[config.mk]
export PLATFORM = sky130hd
export DESIGN_NAME = frame_store_writer
export DESIGN_NICKNAME = d
export VERILOG_FILES = /design/src/rtl/frame_store_writer.sv
export SDC_FILE = /design/constraint.sdc
export NUM_CORES = 1
export LEC_CHECK = 0
export CAP_MARGIN = 20
export CORE_MARGIN = 3
export CORE_UTILIZATION = 61
export CTS_CLUSTER_SIZE = 10
export DETAILED_ROUTE_END_ITERATION = 12
export GPL_TIMING_DRIVEN = 0
export PLACE_DENSITY = 0.83
export SLEW_MARGIN = 20
export SYNTH_ARGS = -nofsm -noshare
export SYNTH_HDL_FRONTEND = slang
export SYNTH_SLANG_ARGS = --single-unit
[constraint.sdc]
create_clock -name clk -period 14.2 [get_ports clk]
set_input_delay 2.84 -clock clk [delete_from_list [all_inputs] [get_ports clk]]
set_output_delay 2.84 -clock clk [all_outputs]
set_load 0.01 [all_outputs]
[src/rtl/frame_store_writer.sv]
// frame_store_writer: packs the macroblock-ordered 4:2:0 byte stream into
// 32-bit words and writes them to the planar ZBT frame buffer (late write).
module frame_store_writer #(
    parameter int DATA_DELAY = 2
) (
    input  logic        clk,
    input  logic        resetn,
    input  logic        pic_start,
    input  logic [11:0] pic_width,
    input  logic [11:0] pic_height,
    input  logic [18:0] Y_start,
    input  logic [18:0] CB_start,
    input  logic [18:0] CR_start,
    input  logic [7:0]  pix_data,
    input  logic        pix_valid,
    output logic        pix_ready,
    input  logic        ZBT_busy,
    output logic [18:0] ZBT_addr,
    output logic        ZBT_we_n,
    output logic [31:0] ZBT_dataout,
    output logic        ZBT_data_oe,
    output logic        pic_done
);

    typedef enum logic [1:0] {S_IDLE, S_RUN, S_DRAIN} state_t;

    state_t r_state, w_next;

    logic [7:0]  r_mbw, r_mbh;
    logic [9:0]  r_lw4;
    logic [18:0] r_y, r_cb, r_cr;
    logic [5:0]  r_pos;
    logic [2:0]  r_blk;
    logic [7:0]  r_mbx, r_mby;
    logic [23:0] r_pack;
    logic        r_pend, r_plast, r_lastdone, r_olast;
    logic [31:0] r_pword;
    logic [18:0] r_paddr;

    logic [DATA_DELAY-1:0] r_dv, r_dl;
    logic [31:0]           r_dd [DATA_DELAY];

    logic        w_accept, w_issue, w_final, w_last_oe, w_done;
    logic [11:0] w_line;
    logic [9:0]  w_col, w_stride;
    logic [18:0] w_base, w_addr;
    logic [21:0] w_prod;
    logic        w_unused;

    assign w_unused  = ^{pic_width[1:0], pic_height[3:0], w_prod[21:19]};
    assign pix_ready = (r_state == S_RUN) && !(r_pend && ZBT_busy) && !r_lastdone;
    assign w_accept  = pix_valid && pix_ready && !pic_start;
    assign w_issue   = r_pend && !ZBT_busy && !pic_start;
    assign w_final   = (r_pos == 6'd63) && (r_blk == 3'd5)
                    && (r_mbx == r_mbw - 8'd1) && (r_mby == r_mbh - 8'd1);
    assign w_last_oe = ZBT_data_oe && r_olast;
    assign w_prod    = {10'd0, w_line} * {12'd0, w_stride};
    assign w_addr    = w_base + w_prod[18:0] + {9'd0, w_col};

    // Frame-buffer word address of the word currently being assembled
    always_comb begin
        w_line   = '0;
        w_col    = '0;
        w_stride = r_lw4;
        w_base   = r_y;
        if (r_blk[2]) begin
            w_line   = {1'b0, r_mby, 3'b000} + {9'd0, r_pos[5:3]};
            w_col    = {1'b0, r_mbx, 1'b0} + {9'd0, r_pos[2]};
            w_stride = {1'b0, r_lw4[9:1]};
            w_base   = r_blk[0] ? r_cr : r_cb;
        end else begin
            w_line = {r_mby, 4'b0000} + {8'd0, r_blk[1], 3'b000}
                   + {9'd0, r_pos[5:3]};
            w_col  = {r_mbx, 2'b00} + {8'd0, r_blk[0], 1'b0}
                   + {9'd0, r_pos[2]};
        end
    end

    // Picture sequencing: run until the last word issues, drain its data phase
    always_comb begin
        w_next = r_state;
        w_done = 1'b0;
        unique case (r_state)
            S_IDLE:  if (pic_start) w_next = S_RUN;
            S_RUN: begin
                if (pic_start) w_next = S_RUN;
                else if (w_issue && r_plast) w_next = S_DRAIN;
            end
            S_DRAIN: begin
                if (pic_start) begin
                    w_next = S_RUN;
                end else if (w_last_oe) begin
                    w_next = S_IDLE;
                    w_done = 1'b1;
                end
            end
            default: w_next = S_IDLE;
        endcase
    end

    // State register
    always_ff @(posedge clk or negedge resetn) begin
        if (!resetn) r_state <= S_IDLE;
        else         r_state <= w_next;
    end

    // Packing, stream counters, write issue and late-write data pipeline
    always_ff @(posedge clk or negedge resetn) begin
        if (!resetn) begin
            r_mbw       <= '0;
            r_mbh       <= '0;
            r_lw4       <= '0;
            r_y         <= '0;
            r_cb        <= '0;
            r_cr        <= '0;
            r_pos       <= '0;
            r_blk       <= '0;
            r_mbx       <= '0;
            r_mby       <= '0;
            r_pack      <= '0;
            r_pend      <= 1'b0;
            r_plast     <= 1'b0;
            r_lastdone  <= 1'b0;
            r_pword     <= '0;
            r_paddr     <= '0;
            r_dv        <= '0;
            r_dl        <= '0;
            for (int i = 0; i < DATA_DELAY; i++) r_dd[i] <= '0;
            r_olast     <= 1'b0;
            ZBT_addr    <= '0;
            ZBT_we_n    <= 1'b1;
            ZBT_dataout <= '0;
            ZBT_data_oe <= 1'b0;
            pic_done    <= 1'b0;
        end else begin
            ZBT_we_n <= 1'b1;
            if (w_issue) begin
                ZBT_addr <= r_paddr;
                ZBT_we_n <= 1'b0;
            end
            r_dv[0] <= w_issue;
            r_dd[0] <= r_pword;
            r_dl[0] <= w_issue && r_plast;
            for (int i = 1; i < DATA_DELAY; i++) begin
                r_dv[i] <= r_dv[i-1];
                r_dd[i] <= r_dd[i-1];
                r_dl[i] <= r_dl[i-1] && !pic_start;
            end
            ZBT_data_oe <= r_dv[DATA_DELAY-1];
            ZBT_dataout <= r_dv[DATA_DELAY-1] ? r_dd[DATA_DELAY-1] : 32'd0;
            r_olast     <= r_dl[DATA_DELAY-1] && !pic_start;
            pic_done    <= w_done;

            if (pic_start) begin
                r_mbw      <= pic_width[11:4];
                r_mbh      <= pic_height[11:4];
                r_lw4      <= pic_width[11:2];
                r_y        <= Y_start;
                r_cb       <= CB_start;
                r_cr       <= CR_start;
                r_pos      <= '0;
                r_blk      <= '0;
                r_mbx      <= '0;
                r_mby      <= '0;
                r_pend     <= 1'b0;
                r_plast    <= 1'b0;
                r_lastdone <= 1'b0;
            end else begin
                if (w_issue) r_pend <= 1'b0;
                if (w_accept) begin
                    r_pack <= {r_pack[15:0], pix_data};
                    r_pos  <= r_pos + 6'd1;
                    if (r_pos == 6'd63) begin
                        if (r_blk == 3'd5) begin
                            r_blk <= '0;
                            if (r_mbx == r_mbw - 8'd1) begin
                                r_mbx <= '0;
                                r_mby <= r_mby + 8'd1;
                            end else begin
                                r_mbx <= r_mbx + 8'd1;
                            end
                        end else begin
                            r_blk <= r_blk + 3'd1;
                        end
                    end
                    if (r_pos[1:0] == 2'd3) begin
                        r_pend  <= 1'b1;
                        r_pword <= {r_pack, pix_data};
                        r_paddr <= w_addr;
                        r_plast <= w_final;
                        if (w_final) r_lastdone <= 1'b1;
                    end
                end
            end
        end
    end

endmodule

==> impl_metrics.py <==
metrics = {
    "critical_path": {
        "slowest_stage": "buf_1",
        "path_delay_family": "adder cells",
        "path_buf_inv": 7,
        "timing.rr.start": "r_blk[2]$_DFFE_PN0P_",
        "cp.arrival_ps": 7700,
        "worstPathCellList": "buf_1, clkbuf_1, buf_1, mux2i_1, nor2_1, fa_1, inv_1, fa_1, inv_1, fa_1, fa_1, inv_1, fa_1, inv_1, ha_1, a21oi_1, o21ai_0, o31ai_1, a21oi_1, a311oi_1, mux2i_1, nand2_1",
        "crit_type": "flip-flop to flip-flop",
        "ff2ff_setup_slack_ps": 6910,
        "reg2reg_depth": 22,
        "cp_max_fo": 10,
        "critPathMostFrequentCell": "fa_1",
        "crit_required_ps": 14610,
        "startpoint_type": "flip-flop",
        "r2r_end": "r_paddr[18]$_DFFE_PN0P_",
        "cpPeakStageDelay_ps": 560,
        "cp-end-kind": "flip-flop",
    },
    "power_and_ir_drop": {
        "clkPwrFrac_pct": 39.2,
        "power.total_w": 0.00210,
        "p_seq_share_pct": 49.2,
        "p_sw_w": 0.000526,
        "combPwrFrac_pct": 11.6,
        "vdd.ir_drop.worst_v": 0.000117,
        "p_leak_nw": 8.97,
        "power.internal_w": 0.00158,
        "sw_frac_of_total_pct": 25.0,
        "powerDensity_nw_per_um2": 110,
    },
    "clock_network": {
        "h-tree-depth": 2,
        "cts-root-buf": "clkbuf_16",
        "clk_path_buf_depth": 3,
        "hold_buffers": 0,
        "cts-resized-gates": 0,
        "post_cts_buffers": 0,
        "path_clk_slew_ps": 60,
        "numCtsBuffers": 36,
        "cts_tree": "yes",
        "cts.sinks": 303,
        "clock_latency_ps": 520,
    },
    "synthesis": {
        "synth_top_family_by_area": "adder cells",
        "yosys.area.top_type": "dfrtp_1",
        "synth.distinct_cells": 65,
        "synthMuxAreaShare_pct": 13.5,
        "syn_inst": 1374,
        "synth_adder_area_share_pct": 16.6,
        "synth-main-ff-cell": "dfrtp_1",
        "synth_compound_gate_area_share_pct": 4.50,
        "yosysTopAreaCellShare_pct": 46.6,
        "syn_area_per_cell_um2": 11.8,
        "synth_edf_count": 0,
        "yosys_warnings": 0,
        "ys_async_sr_fraction_pct": 100,
        "yosys-top-cells-area": "dfrtp_1 (47%), fa_1 (13%), mux2_2 (11%)",
        "post_synth_and_or_nand_nor_area_fraction_pct": 10.4,
        "synth_fp_nets": 1620,
        "syn_area_um2": 16200,
        "ys_seq_elements": 303,
        "synthXorXnorAreaFrac_pct": 2.75,
        "yosysSeqAreaShare_pct": 46.8,
    },
    "worst_hold_path": {
        "hold_end": "r_dd[2]$_DFF_PN0_",
        "holdCritPathClass": "flip-flop to flip-flop",
        "hold_path_depth": 0,
        "min_from": "r_dd[34]$_DFF_PN0_",
    },
    "global_routing": {
        "grt_use_met1_pct": 37.1,
        "overflow": 0,
        "grt_use_met2_pct": 43.9,
        "grt.total_usage_pct": 27.2,
        "antenna_found_initial": 0,
        "grt_pass1_wl_um": 61100,
        "grt.busiest_layer": "met2",
        "grt_use_met3_pct": 6.26,
        "grt_pass1_vias": 11610,
        "grt_max_degree": 107,
    },
    "die": {
        "die_h_um": 169,
        "coreArea_um2": 26100,
        "initial_core_util_pct": 62.2,
        "pin_count": 149,
        "fp.dieArea_um2": 28600,
        "rows": 59,
        "die_x_um": 169,
    },
    "flow_run": {
        "maxCapViolations": 0,
    },
    "sta": {
        "period_needed_ps": 7290,
        "tightest_slew_ps": 850,
        "rsz0062_at_grt": "no",
        "tns_ps": 0,
        "min_period_over_period_pct": 51.4,
        "worst_slack_ps": 6910,
        "report.final.slew_viol_count": 0,
        "finClkSkew_ps": 13.2,
        "finalSetupViolCount": 0,
        "slew_headroom_pct": 43.3,
        "hold_violations": 0,
        "clock.fmax_ghz": 0.137,
    },
    "placed_design": {
        "gp_congestion": 0.933,
        "dp_worst_setup_slack_ps": 6990,
        "dp.cells": 1853,
        "dp_hpwl_um": 27300,
        "portBuffers": 141,
        "dpl_cell_area_um2": 18100,
    },
    "outcome": {
        "status": "completed",
    },
    "drt": {
        "dr.pass1.iters": 6,
        "drtAntennaViolNets": 0,
        "drc_errors": 0,
        "routed_wirelength_um": 37500,
        "routedWlPerCell_um": 19.7,
        "vias": 10729,
        "vias_per_cell": 5.64,
        "drt_iter0_markers": 887,
    },
    "cells_and_area": {
        "diodes": 0,
        "layout.cells.non_filler": 1903,
        "finalInstanceArea_um2": 19200,
        "area_growth_pct": 18.2,
        "nNetsFinal": 1802,
        "drive_gt1_share_pct": 15.1,
    },
}
Yosys cell counts (5+ instances only):
library cell    n
nor2_1         58
mux2i_1        34
inv_1         147
fa_1          105
ha_1           47
a21o_1          6
mux2_2        164
nand3_1        11
and2_1         67
xor2_1         28
o21ai_0        41
and3_1          5
a21oi_1        38
xnor2_1        21
nand4_1        13
nor2b_1        11
dfrtp_1       302
clkbuf_1       42
nand2_1       122
nand3b_1        7
buf_1          12
nor3_1         11
a21boi_0        5
through the flow:
step	hold slack (ps)	util (%)
final	343	73.5
after global routing	345	73.5
after CTS	344	73.5
after detailed placement	335	69.5
after global placement	331	69.2
after floorplan	331	-
worst register-to-register path, delay by kind of cell, from the launching register on:
kind / cells / cell delay (ps)
compound gates: 5 / 1320
mux: 2 / 630
fa+ha+maj: 6 / 2980
simple gates: 2 / 170
flops: 1 / 400
buf+inv: 7 / 1680
power by group through the flow:
stage	Combinational (W)	Sequential [W]	Clock [W]
after global routing	0.000269	0.00105	0.000875
final	0.000244	0.00103	0.000824
after CTS	0.000246	0.00103	0.000836
after floorplan	0.000151	0.00102	0
after detailed placement	0.000240	0.00104	0
after global placement	0.000226	0.00104	0
cells by family after synthesis:
family                   after synthesis
adder cells (fa/ha/maj)              152
AO/OA/AOI/OAI                        120
buffers and inverters                214
AND/OR/NAND/NOR                      337
flip-flops                           303
XOR/XNOR                              50
multiplexers                         198
how the worst max path moves through the flow:
stage	end	from	depth (start not counted)
detailed placement	r_paddr[18]$_DFFE_PN0P_	r_blk[2]$_DFFE_PN0P_	22
CTS	r_paddr[18]$_DFFE_PN0P_	r_blk[2]$_DFFE_PN0P_	22
global route	r_paddr[18]$_DFFE_PN0P_	r_blk[2]$_DFFE_PN0P_	22
global placement	r_y[16]$_DFFE_PN0P_	resetn	1
floorplan	r_paddr[15]$_DFFE_PN0P_	r_blk[2]$_DFFE_PN0P_	22
finish	r_paddr[18]$_DFFE_PN0P_	r_blk[2]$_DFFE_PN0P_	22
placed cells by master (no fill, tap or decap), drive strengths merged, types with 29 or more instances in the layout:
master / n
a21oi: 38
and2: 69
clkbuf: 93
clkdlybuf4s50: 140
dfrtp: 302
fa: 105
ha: 47
inv: 147
mux2: 164
mux2i: 34
nand2: 122
nor2: 58
o21ai: 41
xor2: 29
layout make-up:
| cell class | instances | area [µm²] |
|---|---|---|
| multi-input combinational | 857 | 7740 |
| timing repair buffer | 144 | 1500 |
| tap | 335 | 419 |
| fill | 1662 | 6900 |
| sequential | 303 | 7580 |
| clock buffer | 47 | 983 |
| clock inverter | 3 | 51.3 |
| buffer | 66 | 319 |
| inverter | 148 | 556 |
sequential cells by signal, indices dropped and copies added, names as in the netlist, 19 cells and up:
register	cells
r_y	19
ZBT_dataout	32
r_pack	24
ZBT_addr	19
r_cb	19
r_paddr	19
r_cr	19
r_pword	32
r_dd	64
routing by layer:
metal,vias to the layer above,share of wire [%]
li1,4813,-
met1,5421,41
met2,414,48
met3,81,7.6
met4,0,3.3
met5,-,0
Power figures use the tool's default switching activity.
